[src/rtl/imem_prog_loader.sv]
// Byte-stream program loader for the MIPS instruction memory: packs bytes big-endian into words.
// Optional trailing XOR checksum byte is enabled by defining LOADER_CHECKSUM_EN.
module imem_prog_loader #(
  parameter int unsigned ADDR_W = 8
) (
  input  logic              Clk,
  input  logic              Reset,
  input  logic              in_valid,
  output logic              in_ready,
  input  logic [7:0]        in_data,
  input  logic              in_last,
  output logic              im_we,
  output logic [ADDR_W-1:0] im_addr,
  output logic [31:0]       im_wdata,
  output logic              cpu_reset,
  output logic              done,
  output logic              err,
  output logic [ADDR_W:0]   words
);

  localparam int unsigned WORDS_W = ADDR_W + 1;
  localparam logic [WORDS_W-1:0] CAP = {1'b1, {ADDR_W{1'b0}}};

`ifdef LOADER_CHECKSUM_EN
  typedef enum logic [1:0] {S_LOAD, S_CHK, S_DONE, S_ERR} state_t;
`else
  typedef enum logic [1:0] {S_LOAD, S_DONE, S_ERR} state_t;
`endif

  state_t               state, state_n;
  logic [1:0]           cnt, cnt_n;
  logic [31:0]          asm_word, asm_n;
  logic [WORDS_W-1:0]   words_n;
  logic                 ready_n, we_n, cpu_reset_n, done_n, err_n;
  logic [ADDR_W-1:0]    addr_n;
  logic [31:0]          wdata_n;
  logic [4:0]           shamt;
  logic [31:0]          word_c;
  logic                 accept;
`ifdef LOADER_CHECKSUM_EN
  logic [7:0]           csum, csum_n;
`endif

  // New byte lands at its big-endian slot; unfilled low bytes stay zero as padding
  assign shamt  = 5'd24 - {cnt, 3'b000};
  assign word_c = asm_word | (32'(in_data) << shamt);
  assign accept = in_valid & in_ready;

  always_ff @(posedge Clk) begin
    if (Reset) begin
      state     <= S_LOAD;
      cnt       <= 2'd0;
      asm_word  <= 32'd0;
      words     <= '0;
      in_ready  <= 1'b0;
      im_we     <= 1'b0;
      im_addr   <= '0;
      im_wdata  <= 32'd0;
      cpu_reset <= 1'b1;
      done      <= 1'b0;
      err       <= 1'b0;
`ifdef LOADER_CHECKSUM_EN
      csum      <= 8'd0;
`endif
    end else begin
      state     <= state_n;
      cnt       <= cnt_n;
      asm_word  <= asm_n;
      words     <= words_n;
      in_ready  <= ready_n;
      im_we     <= we_n;
      im_addr   <= addr_n;
      im_wdata  <= wdata_n;
      cpu_reset <= cpu_reset_n;
      done      <= done_n;
      err       <= err_n;
`ifdef LOADER_CHECKSUM_EN
      csum      <= csum_n;
`endif
    end
  end

  always_comb begin
    state_n = state;
    cnt_n   = cnt;
    asm_n   = asm_word;
    words_n = words;
    we_n    = 1'b0;
    addr_n  = im_addr;
    wdata_n = im_wdata;
`ifdef LOADER_CHECKSUM_EN
    csum_n  = csum;
`endif
    case (state)
      S_LOAD: begin
        if (accept) begin
`ifdef LOADER_CHECKSUM_EN
          csum_n = csum ^ in_data;
`endif
          if (cnt == 2'd3 || in_last) begin
            cnt_n = 2'd0;
            asm_n = 32'd0;
            // Capacity check comes first so a full memory is never overwritten
            if (words == CAP) begin
              state_n = S_ERR;
            end else begin
              we_n    = 1'b1;
              addr_n  = words[ADDR_W-1:0];
              wdata_n = word_c;
              words_n = words + WORDS_W'(1);
              if (in_last) begin
`ifdef LOADER_CHECKSUM_EN
                state_n = S_CHK;
`else
                state_n = S_DONE;
`endif
              end
            end
          end else begin
            cnt_n = cnt + 2'd1;
            asm_n = word_c;
          end
        end
      end
`ifdef LOADER_CHECKSUM_EN
      S_CHK: begin
        if (accept) begin
          state_n = (in_data == csum) ? S_DONE : S_ERR;
        end
      end
`endif
      default: ;
    endcase
`ifdef LOADER_CHECKSUM_EN
    ready_n = (state_n == S_LOAD) || (state_n == S_CHK);
`else
    ready_n = (state_n == S_LOAD);
`endif
    // Status follows state one cycle later so the last write lands before the core runs
    done_n      = (state == S_DONE);
    err_n       = (state == S_ERR);
    cpu_reset_n = (state != S_DONE);
  end

endmodule
[config.mk]
export PLATFORM = sky130hd
export DESIGN_NAME = imem_prog_loader
export DESIGN_NICKNAME = d
export VERILOG_FILES = /design/src/rtl/imem_prog_loader.sv
export SDC_FILE = /design/constraint.sdc
export NUM_CORES = 1
export LEC_CHECK = 0
export BUFFER_PORTS_ARGS = -buffer_cell sky130_fd_sc_hd__buf_2
export CAP_MARGIN = 25
export CORE_MARGIN = 10
export CORE_UTILIZATION = 52
export DETAILED_ROUTE_END_ITERATION = 10
export GPL_ROUTABILITY_DRIVEN = 0
export PLACE_DENSITY = 0.75
export SLEW_MARGIN = 20
export SYNTH_ARGS = -nofsm -noshare
export SYNTH_HDL_FRONTEND = slang
export SYNTH_SLANG_ARGS = --single-unit
[constraint.sdc]
create_clock -name Clk -period 2.3 [get_ports Clk]
set_clock_uncertainty 0.15 [all_clocks]
set_input_delay 0.23 -clock Clk [delete_from_list [all_inputs] [get_ports Clk]]
set_output_delay 0.23 -clock Clk [all_outputs]
set_load 0.005 [all_outputs]
# Yosys cells after proc, flatten, opt, wreduce, memory -nomap -nowiden
# Cells that the tools add are included.
# op_classes
n_addsub	3
n_shift	1
eq_ne	5
reduce_logical	6
mux	8
n_bitwise	6
# op_table
cell	n
2-to-1 mux 32 bit	1
bitwise OR 32 bit	1
<< shifter 8 x 5 -> 32 bit	1
2-to-1 mux 2 bit	6
adder 9 x 1 -> 9 bit, second input constant	1
== test 9 bit, second input constant	1
subtractor 5 bit, first input constant	1
== test 2 bit, second input constant	2
zero test 2 bit	2
inverter 1 bit	4
AND reduction 4 bit	1
OR reduction 4 bit	1
adder 2 x 1 -> 2 bit, second input constant	1
== test 2 x 1 -> 1 bit, second input constant	1
inequality test 2 x 1 -> 1 bit, second input constant	1
AND reduction 2 bit	1
AND 1 bit	1
logical OR 1 bit	1
2-to-1 mux 1 bit	1
# word_totals
out_inout_bits	54
wordCells	40
reg_bits	90
in_bits	12

# Logic depth before layout (Yosys ltp)
# depth
ltp_word	6
ltp_mapped	7
depth_no_buf	5

# Least setup slack after synthesis
# OpenSTA, ideal clock, no wires.
# synth_timing
kind	reg2reg
startpoint	register words[0]
endpoint	register im_addr[2]
t_arrival_ns	1.531
path_slack_ns	0.496
period_less_slack_ns	1.804
path_stages_with_launch	7
setup_ns	0.123
path_buffers	1
required_time_ns	2.027
cell_sequence	dfxtp_1 > inv_1 > ha_1 > nor4b_4 > a211o_1 > buf_4 > mux2_1
# synth_via
elab_chain_cells	3
# synth_rtl
item	line_no	text
start, declared	18	output logic [ADDR_W:0] words
start signal, assigned	69	words <= words_n;
== test 9 bit	104	if (words == CAP) begin
inverter 1 bit (no source line)	n/a	
AND reduction 4 bit (no source line)	n/a	
end signal, assigned	72	im_addr <= addr_n;
end, declared	13	output logic [ADDR_W-1:0] im_addr,
# Every way passes these cells.
# A chain may end at the register's enable or synchronous reset.

# Worst setup path in the final report
# layout_timing
startpoint	register words[0]
endpoint	register im_addr[4]
# The elaborated chain is that of the path after synthesis.

==> metrics.md <==
| Metric | Value |
|---|---|
| Setup Crit Path Kind | `flop to flop` |
| Synth Register Bits | `90` |
| Total power draw | `2.779 mW` |
| Commonest cells post-synth | `dfxtp_1 (90), nor2_1 (46), a31oi_1 (41)` |
| HP Class | `input port to flop` |
| Root Buffer | `clkbuf_8` |
| FILL cells | `628` |
| Status | `complete, no violations` |
| Top_reg_cell synth | `dfxtp_1` |
| Final setup vio count | `0` |
| Max-Cap Viols | `0` |
| Slew Limit Fails | `0` |
| Sequential cell area fraction in the yosys report | `45.37%` |
| Max Root-Sink Buffers | `2` |
| Fmax | `487.8 MHz` |
| Yosys cell types | `43` |
| Comb power frac | `9.5%` |
| Synth top area share | `45.37%` |
| Largest net degree at the start of global routing | `48` |
| First-pass GRT wire length | `15,400 µm` |
| Grt ovf | `0` |
| CTS tree | `yes` |
| Post-synth EDFFs | `0` |
| Sw Share | `24.67%` |
| Avg Inst Size Synth | `9.663 µm²` |
| Top Ports | `66` |
| Startpoint types | `flop` |
| FFs w/ async S/R, synth | `0%` |
| Slew headroom | `61.51%` |
| Post-CTS Setup Bufs | `0` |
| Die area | `0.01153 mm²` |
| P_sw | `0.6856 mW` |
| Cell type with the largest total area after synthesis | `dfxtp_1` |
| Placeable Area | `0.007331 mm²` |
| H-tree levels | `3` |
| Port Buffers | `65` |
| Worst slew pin tran | `0.5773 ns` |
| Reg power frac | `57.4%` |
| DR top layer | `met4` |
| Wire per inst | `16.34 µm` |
| Critical Path Fanout Max | `17` |
| Drt total wl | `9263 µm` |
| Synth top area cells | `dfxtp_1 (45%), mux2i_1 (8.8%), a31oi_1 (6.5%)` |
| Die width | `107.4 µm` |
| Share of layout cells above drive strength 1 | `21.79%` |
| RSZ-0062 raised after global routing | `no` |
| Post-Syn Area | `0.003971 mm²` |
| PD cells | `611.3 mW/mm²` |
| CP arrival | `2.17 ns` |
| Hpwl dp | `6157 µm` |
| First-pass DRT Iterations | `4` |
| Hold Fails Final Rpt | `0` |
| Post-route DRC violation count | `0` |
| Row cnt | `31` |
| Met3 WL | `645 µm` |
| Area grow syn2layout | `14.46%` |
| CTS buffer count | `9` |
| Vias in the first global route | `3,118` |
| Detail Route Antenna Nets | `0` |
| Diodes inserted | `0` |
| Most frequent cell after synthesis | `dfxtp_1` |
| Clock network power share | `33.1%` |
| M1 wire length | `4273 µm` |
| Starting Density | `54.17%` |
| Final #Nets | `480` |
| DR WL met2 | `4250 µm` |
| Yosys warns | `0` |
| Post-Syn Instances | `411` |
| WP data required | `2.42 ns` |
| CTS clk-pin slew, worst paths | `0.08 ns` |
| Syn Nets | `426` |
| GRT Total Usage | `16.18%` |
| P_int | `2.093 mW` |
| Static leakage | `2.122 nW` |
| DR vias | `3,158` |
| Crit share post-route | `89.14%` |
| Clock sink total | `90` |
| Post-layout minimum cycle time | `2.050 ns` |
| Initial antenna violation count | `0` |
| Setup_tns | `0 ns` |
| Initial drt markers | `241` |
| Die height | `107.4 µm` |
| Drt via density | `5.570` |
| VDD IR-drop max | `0.4275 mV` |
| Critical path endpoint category | `flop` |
| Post-layout util | `62.01%` |
| Clock Latency Late Sink | `0.35 ns` |
[stage by stage]
stage / instances / cell area [µm²] / setup WS (ns) / hold WS, ns
6_report: 567 / 4546 / 0.2498 / 0.08581
5_1_grt: 567 / 4546 / 0.1358 / 0.1026
4_1_cts: 567 / 4538 / 0.1076 / 0.06773
3_5_place_dp: 552 / 4369 / 0.1344 / 0.3064
3_3_place_gp: 552 / 4369 / 0.2280 / 0.2978
2_1_floorplan: 411 / 3971 / 0.4956 / 0.1851
[metal layers]
layer,GRT usage [%],vias up
met5,0,-
met2,25.13,89
met1,21.05,1503
met3,5.030,9
li1,-,1557
met4,4.771,0
[final timing paths]
check | slack, ns | cells past startpoint | endpoint | from
min reg2reg | 0.33 | 2 | im_addr[0] | im_addr[0]
min | 0.09 | 3 | asm_word[31] | in_data[7]
max reg2reg | 0.25 | 6 | im_addr[4] | words[0]
max | 0.25 | 6 | im_addr[4] | words[0]
[cell families (layout without fill, tap and decap cells)]
| group | count (synthesis) | in the layout | synth area share, % |
|---|---|---|---|
| simple gates | 149 | 149 | 22.94 |
| flops | 90 | 90 | 45.37 |
| compound gates | 83 | 83 | 14.43 |
| mux | 45 | 45 | 11.66 |
| buf+inv | 40 | 97 | 4.442 |
| fa+ha+maj | 3 | 3 | 0.9453 |
| xor+xnor | 1 | 1 | 0.2206 |
[state kept, by name, summed over array words and instances, names as in the netlist, 2 cells and up]
register and cells:
im_addr 8, words 9, im_wdata 32, asm_word 32, cnt 2, state 2
[worst max-delay path, stage by stage (launching register included)]
cell and delay, ns:
dfxtp_1 0.36, inv_1 0.08, ha_1 0.16, nor4b_4 0.33, a211o_4 0.36, buf_4 0.32, mux2i_1 0.22
[cell usage in the layout (no fill, tap or decap), types with 4 or more instances in the layout]
cell type and instances:
dfxtp_1 90, a31oi_1 41, clkbuf_8 10, o21bai_1 24
nor2_1 46, nand2b_1 39, buf_4 11, nor3b_1 9
buf_2 65, a21oi_1 5, and3b_1 16, or2_2 4
mux2i_1 35, mux2_1 9, nor2b_1 13, inv_1 6
[power groups by stage]
stage | clock network, mW | logic, mW | registers (mW)
2_1_floorplan | 0 | 0.177 | 1.63
3_3_place_gp | 0 | 0.256 | 1.63
3_5_place_dp | 0 | 0.259 | 1.63
4_1_cts | 0.944 | 0.261 | 1.60
5_1_grt | 1.01 | 0.287 | 1.60
6_report | 0.921 | 0.263 | 1.60
[cell type report]
| cell class | count | area, µm² | share of cell area, % |
|---|---|---|---|
| Timing Repair Buffer | 77 | 417.9 | 9.194 |
| Inverter | 6 | 22.52 | 0.4955 |
| Tap cell | 99 | 123.9 | 2.725 |
| Clock inverter | 3 | 17.52 | 0.3854 |
| Multi-Input combinational cell | 281 | 2021 | 44.45 |
| Clock buffer | 11 | 141.4 | 3.110 |
| Sequential cell | 90 | 1802 | 39.64 |
[repair_timing]
action / 4_1_cts / 5_1_grt
hold buffers: 1 / 0
endpoints found under the setup margin: 0 / 3
gates resized for setup: 0 / 1
endpoints found under the hold margin: 1 / 0
(Power assumes the default switching activity.)
